==> config.mk <==
export PLATFORM = sky130hd
export DESIGN_NAME = demux_1to3_buffered
export DESIGN_NICKNAME = d
export VERILOG_FILES = /design/src/rtl/demux_1to3_buffered.sv
export SDC_FILE = /design/constraint.sdc
export NUM_CORES = 1
export LEC_CHECK = 0
export CAP_MARGIN = 20
export CORE_MARGIN = 8
export CORE_UTILIZATION = 31
export CTS_BUF_LIST = sky130_fd_sc_hd__clkbuf_4 sky130_fd_sc_hd__clkbuf_8 sky130_fd_sc_hd__clkbuf_16
export DETAILED_ROUTE_END_ITERATION = 8
export GPL_ROUTABILITY_DRIVEN = 0
export SLEW_MARGIN = 20
export SYNTH_ARGS = -nofsm -noshare
export SYNTH_HDL_FRONTEND = slang
export SYNTH_SLANG_ARGS = --single-unit
==> constraint.sdc <==
create_clock -name clk -period 3.1 [get_ports clk]
set_clock_uncertainty 0.2 [all_clocks]
set_input_delay 0.62 -clock clk [delete_from_list [all_inputs] [get_ports clk]]
set_output_delay 0.62 -clock clk [all_outputs]
set_load 0.02 [all_outputs]
==> src/rtl/demux_1to3_buffered.sv <==
// Registered 1-to-3 stream demultiplexer: steers one word per cycle by address into one of
// three single-entry output buffers, each with its own valid/ready handshake; address 3 discards.
module demux_1to3_buffered #(
    parameter int dataSize = 32
) (
    input  logic                clk,
    input  logic                reset,
    input  logic [dataSize-1:0] in_data,
    input  logic [1:0]          in_addr,
    input  logic                in_valid,
    output logic                in_ready,
    output logic [dataSize-1:0] out0_data,
    output logic [dataSize-1:0] out1_data,
    output logic [dataSize-1:0] out2_data,
    output logic                out0_valid,
    output logic                out1_valid,
    output logic                out2_valid,
    input  logic                out0_ready,
    input  logic                out1_ready,
    input  logic                out2_ready,
    output logic [7:0]          drop_count
);

    logic [dataSize-1:0] data_q [0:2];
    logic [dataSize-1:0] data_d [0:2];
    logic [2:0]          valid_q, valid_d;
    logic [7:0]          drop_q, drop_d;
    logic [2:0]          ready_vec;
    logic                accept;

    assign ready_vec = {out2_ready, out1_ready, out0_ready};

    // A channel can take a new word if it is empty or is being drained this same edge.
    always_comb begin
        in_ready = 1'b1;
        case (in_addr)
            2'd0:    in_ready = !valid_q[0] || ready_vec[0];
            2'd1:    in_ready = !valid_q[1] || ready_vec[1];
            2'd2:    in_ready = !valid_q[2] || ready_vec[2];
            default: in_ready = 1'b1;
        endcase
    end

    assign accept = in_valid && in_ready;

    always_comb begin
        valid_d = valid_q;
        drop_d  = drop_q;
        for (int n = 0; n < 3; n++) begin
            data_d[n] = data_q[n];
            if (valid_q[n] && ready_vec[n]) begin
                valid_d[n] = 1'b0;
            end
            if (accept && (in_addr == 2'(n))) begin
                valid_d[n] = 1'b1;
                data_d[n]  = in_data;
            end
        end
        if (accept && (in_addr == 2'd3) && (drop_q != 8'hFF)) begin
            drop_d = drop_q + 8'd1;
        end
    end

    always_ff @(posedge clk) begin
        if (reset) begin
            valid_q <= '0;
            drop_q  <= '0;
            for (int n = 0; n < 3; n++) begin
                data_q[n] <= '0;
            end
        end else begin
            valid_q <= valid_d;
            drop_q  <= drop_d;
            for (int n = 0; n < 3; n++) begin
                data_q[n] <= data_d[n];
            end
        end
    end

    assign out0_data  = data_q[0];
    assign out1_data  = data_q[1];
    assign out2_data  = data_q[2];
    assign out0_valid = valid_q[0];
    assign out1_valid = valid_q[1];
    assign out2_valid = valid_q[2];
    assign drop_count = drop_q;

endmodule

### Word level (Yosys, flattened, before mapping)

Memory sizes are Yosys's and may differ from the RTL's.
Cells that the tools add are included.

| word-level totals | value |
|---|---|
| latch bits | 0 |
| memory bits (read-only) | 0 |
| memories | 1 |
| output and inout bits | 108 |
| memory bits (writable) | 96 |
| flip-flop bits (word level) | 11 |

| operators by class | value |
|---|---|
| reduce and logical (&&, ||, !) cells | 19 |
| div/mod/pow operators | 0 |
| $lt $le $gt $ge | 0 |
| multiply operators | 0 |
| bitwise operators | 3 |
| eq/ne operators | 4 |
| add/subtract/negate cells | 1 |
| shift operators | 0 |
| multiplexer cells | 16 |

Memory list:

| name | words | width | rd ports | clocked after memory_dff | wr ports | line | text |
|---|---|---|---|---|---|---|---|
| data_q | 3 | 32 | 3 | 0 | 3 | 24 | `logic [dataSize-1:0] data_q [0:2];` |

Operator list:

| cell | number |
|---|---|
| 2-to-1 mux 32 bit | 6 |
| logical AND 1 bit | 9 |
| 2-to-1 mux 1 bit | 9 |
| adder 8 x 1 -> 8 bit (second input constant) | 1 |
| inequality test 8 bit (second input constant) | 1 |
| nonzero test 2 bit | 3 |
| equality test 2 bit (second input constant) | 2 |
| zero test 1 bit | 3 |
| logical OR 1 bit | 3 |
| OR 1 bit | 3 |
| case mux 1 bit (3 select lines) | 1 |
| equality test 2 x 1 -> 1 bit (second input constant) | 1 |
| zero test 2 bit | 1 |

### Depth between registers and ports, before layout

Gate-level depths: netlist of the first run.

| logic depth | value |
|---|---|
| word-level depth | 7 |
| mapped depth | 6 |
| depth with buffers taken out | 4 |

### Worst setup path before layout of the first run

OpenSTA, ideal clock, no wires.

| path | value |
|---|---|
| path type | input-to-output |
| from | input port out1_ready |
| to | output port in_ready |
| stages on the path | 4 |
| required time | 2.280 ns |
| slack | 0.893 ns |
| buffers on the path | 1 |
| arrival time | 1.387 ns |
| path through | nand2b_1 -> buf_2 -> mux2i_1 -> o21ai_0 |

| on the way | value |
|---|---|
| cells in the longest elaborated chain, start to end | 2 |

RTL lines:

| element | line | text |
|---|---|---|
| from (decl) | 19 | `input logic out1_ready,` |
| logical OR 1 bit | 38 | `2'd1: in_ready = !valid_q[1] \|\| ready_vec[1];` |
| case mux 1 bit (3 select lines) | 36 | `case (in_addr)` |
| to (decl) | 11 | `output logic in_ready,` |

No other way between the ends.

### Worst setup path in the final report of the first run

Ends and elaborated chain as after synthesis.

==> flow_summary_export.csv, run 1 <==
group,metric,value,unit
run_status,status,"finished, final reports clean",
placed_design,placed_cell_area,5887,sq um
min_path,hold_path_class,"reg -> reg",
cells_and_area,final_nets,669,
die,fp.dieW,134.3,um
timing,fin_crit,2810,ps
die,num_rows,43,
synthesis,ys_types,37,
synthesis,synth_area,4339,sq um
pwr,power_per_cell_area,493.6,nW/um^2
timing,slew_viol_final,0,
placed_design,dp_slack,-43.59,ps
placed_design,hpwl,10.34,mm
worst_setup_path,cp-end-kind,"output pin",
clock_tree,cts_setup_buffers,0,
pwr,p_leak,2.035,nW
clock_tree,cts_buffer_depth,2,
cells_and_area,layout.cells.non_filler,814,
pwr,ir_drop,341.8,uV
placed_design,place_inst,797,
synthesis,synth-seq-cells,107,
cells_and_area,final_area,6213,sq um
global_route,antenna_found_initial,0,
cells_and_area,drive_gt1_frac,0.08057,
cells_and_area,multiInputGateArea,1882,sq um
detailed_routing,drt_pass1_iterations,4,
synthesis,syn_inst,509,
detailed_routing,avgRoutedWirePerCell,18.35,um
clock_tree,clkSinkCount,107,
worst_setup_path,crit_arrival,1990,ps
clock_tree,cts_made_buffers,9,
timing,setup_viol,0,
die,die_area,18040,sq um
detailed_routing,vias,4322,
timing,timing.final.crit_share,0.9063,
worst_setup_path,crit_type,"in -> out",
die,core_area,13770,sq um
timing,hold_ws,277.3,ps
timing,max_freq,355.9,MHz
clock_tree,clk_latency,350,ps
timing,worstMarginPinSlew,681.3,ps
clock_tree,path_clk_slew,70,ps
worst_setup_path,cp.required,2280,ps
timing,rsz0062_at_grt,"false",
detailed_routing,drtIter0Drc,435,
detailed_routing,via_per_inst,5.310,
global_route,overflow,0,
synthesis,syn_area_per_cell,8.525,sq um
die,die-height,134.3,um
timing,slew_headroom,0.5458,
global_route,grt_pass1_vias,4185,
run,maxCapViolCount,0,
detailed_routing,drc,0,
die,start_util,0.3150,
detailed_routing,ant_nets,0,
timing,finalHoldViolations,0,
cells_and_area,syn_to_final_growth,43.19,%
synthesis,synth-seq-area-share,0.4937,
clock_tree,h-tree-depth,3,
global_route,track_usage,0.1640,
placed_design,portBuffers,147,
cells_and_area,seq_area,2142,sq um
worst_setup_path,worst-path-max-fanout,2,
worst_setup_path,cp-start-kind,"input port",
clock_tree,cts_tree,"done",
timing,setup_ws,290.4,ps
global_route,grt_max_degree,58,
clock_tree,cts.root.buffer_cell,"clkbuf_16",
synthesis,yosys_warnings,0,
detailed_routing,wl,14.93,mm
global_route,grt_pass1_wl,23.71,mm
die,io_pins,148,
cells_and_area,fillers,1355,
synthesis,syn-num-nets,550,
timing,tns,0,ps
==> sequential cells by signal, indices dropped and copies added, names as in the netlist <==
signal	count
data_q	96
drop_count	8
valid_q	3
==> cell usage in the layout (no fill, tap or decap), drive strengths merged, types with 2 or more instances in the layout <==
master / instances
a211oi: 4
a21oi: 102
a31oi: 2
and2: 2
and3: 3
and3b: 3
and4: 3
buf: 18
bufinv: 2
clkbuf: 9
clkdlybuf4s50: 145
clkinvlp: 2
dfxtp: 107
inv: 3
mux2: 3
mux2i: 2
nand2b: 5
nand3: 99
nand3b: 2
nor2: 3
nor2b: 5
o21ai: 98
==> per-stage QoR <==
step,total power (W),util
after global routing,0.003187,0.4509
after global placement,0.001846,0.4274
after CTS,0.003101,0.4509
after floorplan,0.001659,-
after detailed placement,0.001852,0.4274
final,0.003067,0.4511
==> critical path, cell delays in order <==
cell and delay, ps:
clkdlybuf4s50_1 520, nand2b_2 150, mux2i_1 70, o21ai_0 260, dlygate4sd2_1 380
==> power breakdown <==
| group | internal [W] | switching [W] |
|---|---|---|
| logic | 0.000168 | 0.000208 |
| clock network | 0.000715 | 0.000534 |
| registers | 0.00142 | 0.0000250 |
| total | 0.00230 | 0.000767 |
==> synthesized netlist by cell type, drive strengths merged <==
master  count  area share
nand2b      5      0.0072
or3b        1      0.0026
clkbuf     32       0.028
ha          1      0.0029
nand3b      2      0.0035
nor2b       5      0.0072
inv         1     0.00086
nor3        1      0.0012
and4        3      0.0063
a211oi      4      0.0069
nand4       1      0.0014
buf        24       0.046
a311oi      1      0.0020
nor3b       1      0.0043
nand3      99        0.11
and3        3      0.0046
dfxtp     107        0.49
and3b       3      0.0066
a21boi      1      0.0017
a41oi       1      0.0020
and2b       1      0.0017
o21ai      98        0.12
nor2        3      0.0026
and2        2      0.0029
a21oi     102        0.12
mux2        3      0.0078
a31oi       2      0.0029
mux2i       2      0.0046
==> layer usage <==
layer / vias to the layer above / share of wire / track usage
li1: 2078 / - / -
met1: 2089 / 0.45 / 0.2089
met2: 145 / 0.47 / 0.2587
met3: 10 / 0.073 / 0.04712
met4: 0 / 0.010 / 0.05677
met5: - / 0 / 0
==> path summary, 6_finish.rpt <==
path                      start            end  slack [ps]  cells past startpoint
setup reg to reg  drop_count[0]  drop_count[3]        1240                      4
hold / removal    data_q[0][36]  data_q[0][36]         280                      2
hold reg to reg   data_q[0][36]  data_q[0][36]         280                      2
setup / recovery     out1_ready       in_ready         290                      5
==> final cells by class <==
class,instances,area share
Sequential cell,107,0.3447
Antenna cell,1,0.0004027
Multi-Input combinational cell,345,0.3029
Clock inverter,7,0.01611
Timing Repair Buffer,164,0.2628
Tap cell,180,0.03625
Inverter,1,0.0006041
Clock buffer,9,0.03625
==> repair_timing <==
action / CTS / global route
hold buffers: 0 / 0
setup endpoints to repair: 1 / 0
resized for setup: 1 / 0
hold endpoints to repair: 0 / 0
==> cells by family (layout without fill, tap and decap cells) <==
logic type                 Yosys count  after routing  synth area share
and+or+nand+nor                    130            130            0.1664
muxes                                5              5           0.01240
adders and majority gates            1              1          0.002883
buffers and inverters               57            181           0.07497
other                                0              1                 0
AOI/OAI and AO/OA                  209            209            0.2497
DFF                                107            107            0.4937
Note: power is estimated with default switching activity, not from simulation.
==> run 2, diff against run 1 <==
--- a/config.mk
+++ b/config.mk
@@ -11,6 +11,7 @@
 export CTS_BUF_LIST = sky130_fd_sc_hd__clkbuf_4 sky130_fd_sc_hd__clkbuf_8 sky130_fd_sc_hd__clkbuf_16
 export DETAILED_ROUTE_END_ITERATION = 8
 export GPL_ROUTABILITY_DRIVEN = 0
+export RECOVER_POWER = 50
 export SLEW_MARGIN = 20
 export SYNTH_ARGS = -nofsm -noshare
 export SYNTH_HDL_FRONTEND = slang
==> run 2 against run 1 <==
Net effect: final cell count did not move; routed wire length fell by 0.16%; via count is the same; hold slack worse by 2.2 ps; non-clock buffer count is the same; largest cell class unchanged; highest routed layer is now met5.
==> flow_summary_export.csv, run 2 (synthesis results as in run 1) <==
group,metric,value,unit
clock_tree,cts_buffer_depth,2,
cells_and_area,seq_area,2142,sq um
clock_tree,path_clk_slew,70,ps
worst_setup_path,cpMaxStageDelayCell,"clkdlybuf4s50_1",
clock_tree,clkSinkCount,107,
worst_setup_path,cp_num_buf_inv,2,
pwr,p_leak,2.316,nW
global_route,grt_pass1_vias,4185,
global_route,overflow,0,
clock_tree,cts.root.buffer_cell,"clkbuf_16",
detailed_routing,wl,14.91,mm
cells_and_area,fillers,1353,
cells_and_area,largest_reg_flops,96,
detailed_routing,avgRoutedWirePerCell,18.32,um
clock_tree,cts_made_buffers,9,
cells_and_area,syn_to_final_growth,42.85,%
placed_design,place_inst,797,
cells_and_area,layout.cells.non_filler,814,
global_route,grt_pass1_wl,23.71,mm
detailed_routing,drtIter0Drc,463,
placed_design,hpwl,10.34,mm
cells_and_area,drive_gt1_frac,0.07267,
die,die-height,134.3,um
die,fp.dieW,134.3,um
run_status,status,"finished, final reports clean",
timing,hold_ws,275.1,ps
timing,worstMarginPinSlew,1362,ps
timing,fin_crit,2813,ps
timing,slew_viol_final,0,
worst_setup_path,cp.required,2280,ps
timing,finalHoldViolations,0,
clock_tree,clk_latency,350,ps
detailed_routing,drc,0,
min_path,hold_path_class,"reg -> reg",
detailed_routing,via_per_inst,5.310,
die,die_area,18040,sq um
cells_and_area,final_common_cell,"dfxtp_1",
cells_and_area,layout_common_cells,"107 x dfxtp_1, 102 x a21oi_1, 99 x nand3_1, 91 x dlygate4sd3_1, 71 x o21ai_0",
pwr,power_per_cell_area,492.2,nW/um^2
clock_tree,cts_resized,1,
timing,slew_headroom,0.09175,
detailed_routing,vias,4322,
global_route,track_usage,0.1640,
timing,rsz0062_at_grt,"false",
clock_tree,cts_tree,"done",
cells_and_area,final_nets,669,
global_route,grt_max_degree,58,
worst_setup_path,crit_type,"in -> out",
cells_and_area,multiInputGateArea,1874,sq um
run,maxCapViolCount,0,
die,num_rows,43,
worst_setup_path,crit_arrival,1990,ps
cells_and_area,max_flop_register,"data_q",
worst_setup_path,slowest_delay,520,ps
detailed_routing,ant_nets,0,
pwr,total_power,0.003051,W
die,start_util,0.3150,
clock_tree,cts_setup_buffers,0,
die,core_area,13770,sq um
timing,timing.final.crit_share,0.9074,
worst_setup_path,cp-end-kind,"output pin",
worst_setup_path,cp_top_family,"buffers and inverters",
clock_tree,cts-hold-fix-buffers,0,
die,io_pins,148,
global_route,antenna_found_initial,2,
worst_setup_path,reg2reg_slack,1220,ps
placed_design,portBuffers,147,
timing,tns,0,ps
timing,max_freq,355.5,MHz
timing,setup_viol,0,
detailed_routing,drt_pass1_iterations,5,
clock_tree,h-tree-depth,3,
worst_setup_path,worst-path-max-fanout,2,
pwr,ir_drop,343.5,uV
worst_setup_path,path_cells,"clkdlybuf4s50_1 > nand2b_2 > mux2i_1 > o21ai_0 > dlygate4sd2_1",
worst_setup_path,cp-start-kind,"input port",
## run 2: final timing paths
check	startpoint	endpoint	cells after the start
setup / recovery	out1_ready	in_ready	5
setup reg to reg	drop_count[0]	drop_count[3]	4
hold / removal	data_q[0][39]	data_q[0][39]	2
hold reg to reg	data_q[0][39]	data_q[0][39]	2
## run 2: layer usage
layer	GRT usage	vias up	share of wire
li1	-	2075	-
met1	0.2089	2063	0.44
met2	0.2587	170	0.47
met3	0.04712	12	0.084
met4	0.05677	2	0.010
met5	0	-	0.00087
## run 2: through the flow
| stage | cell area (sq um) | util | worst slack, ps |
|---|---|---|---|
| floorplan | 4339 | - | 892.9 |
| global placement | 5887 | 0.4274 | -69.04 |
| detailed placement | 5887 | 0.4274 | -43.59 |
| CTS | 6211 | 0.4509 | 235.6 |
| global route | 6198 | 0.4500 | 184.6 |
| finish | 6198 | 0.4500 | 287.0 |
## run 2: report_power, final
part           internal (W)  switching [W]
clock network      0.000715       0.000536
registers           0.00142      0.0000230
logic              0.000152       0.000208
total               0.00228       0.000766
## run 2: layout make-up
type / count / share of cell area
multi-input combinational: 345 / 0.3024
clock inverter: 7 / 0.01615
antenna: 1 / 0.0004037
sequential: 107 / 0.3456
inverter: 1 / 0.0006056
timing repair buffer: 164 / 0.2622
clock buffer: 9 / 0.03633
tap: 180 / 0.03633
## run 2: worst register-to-register path, cell delays in order, from the launching register on
cell and delay, ps:
dfxtp_1 370, ha_1 280, and4_1 280, a211oi_1 280, mux2_2 360
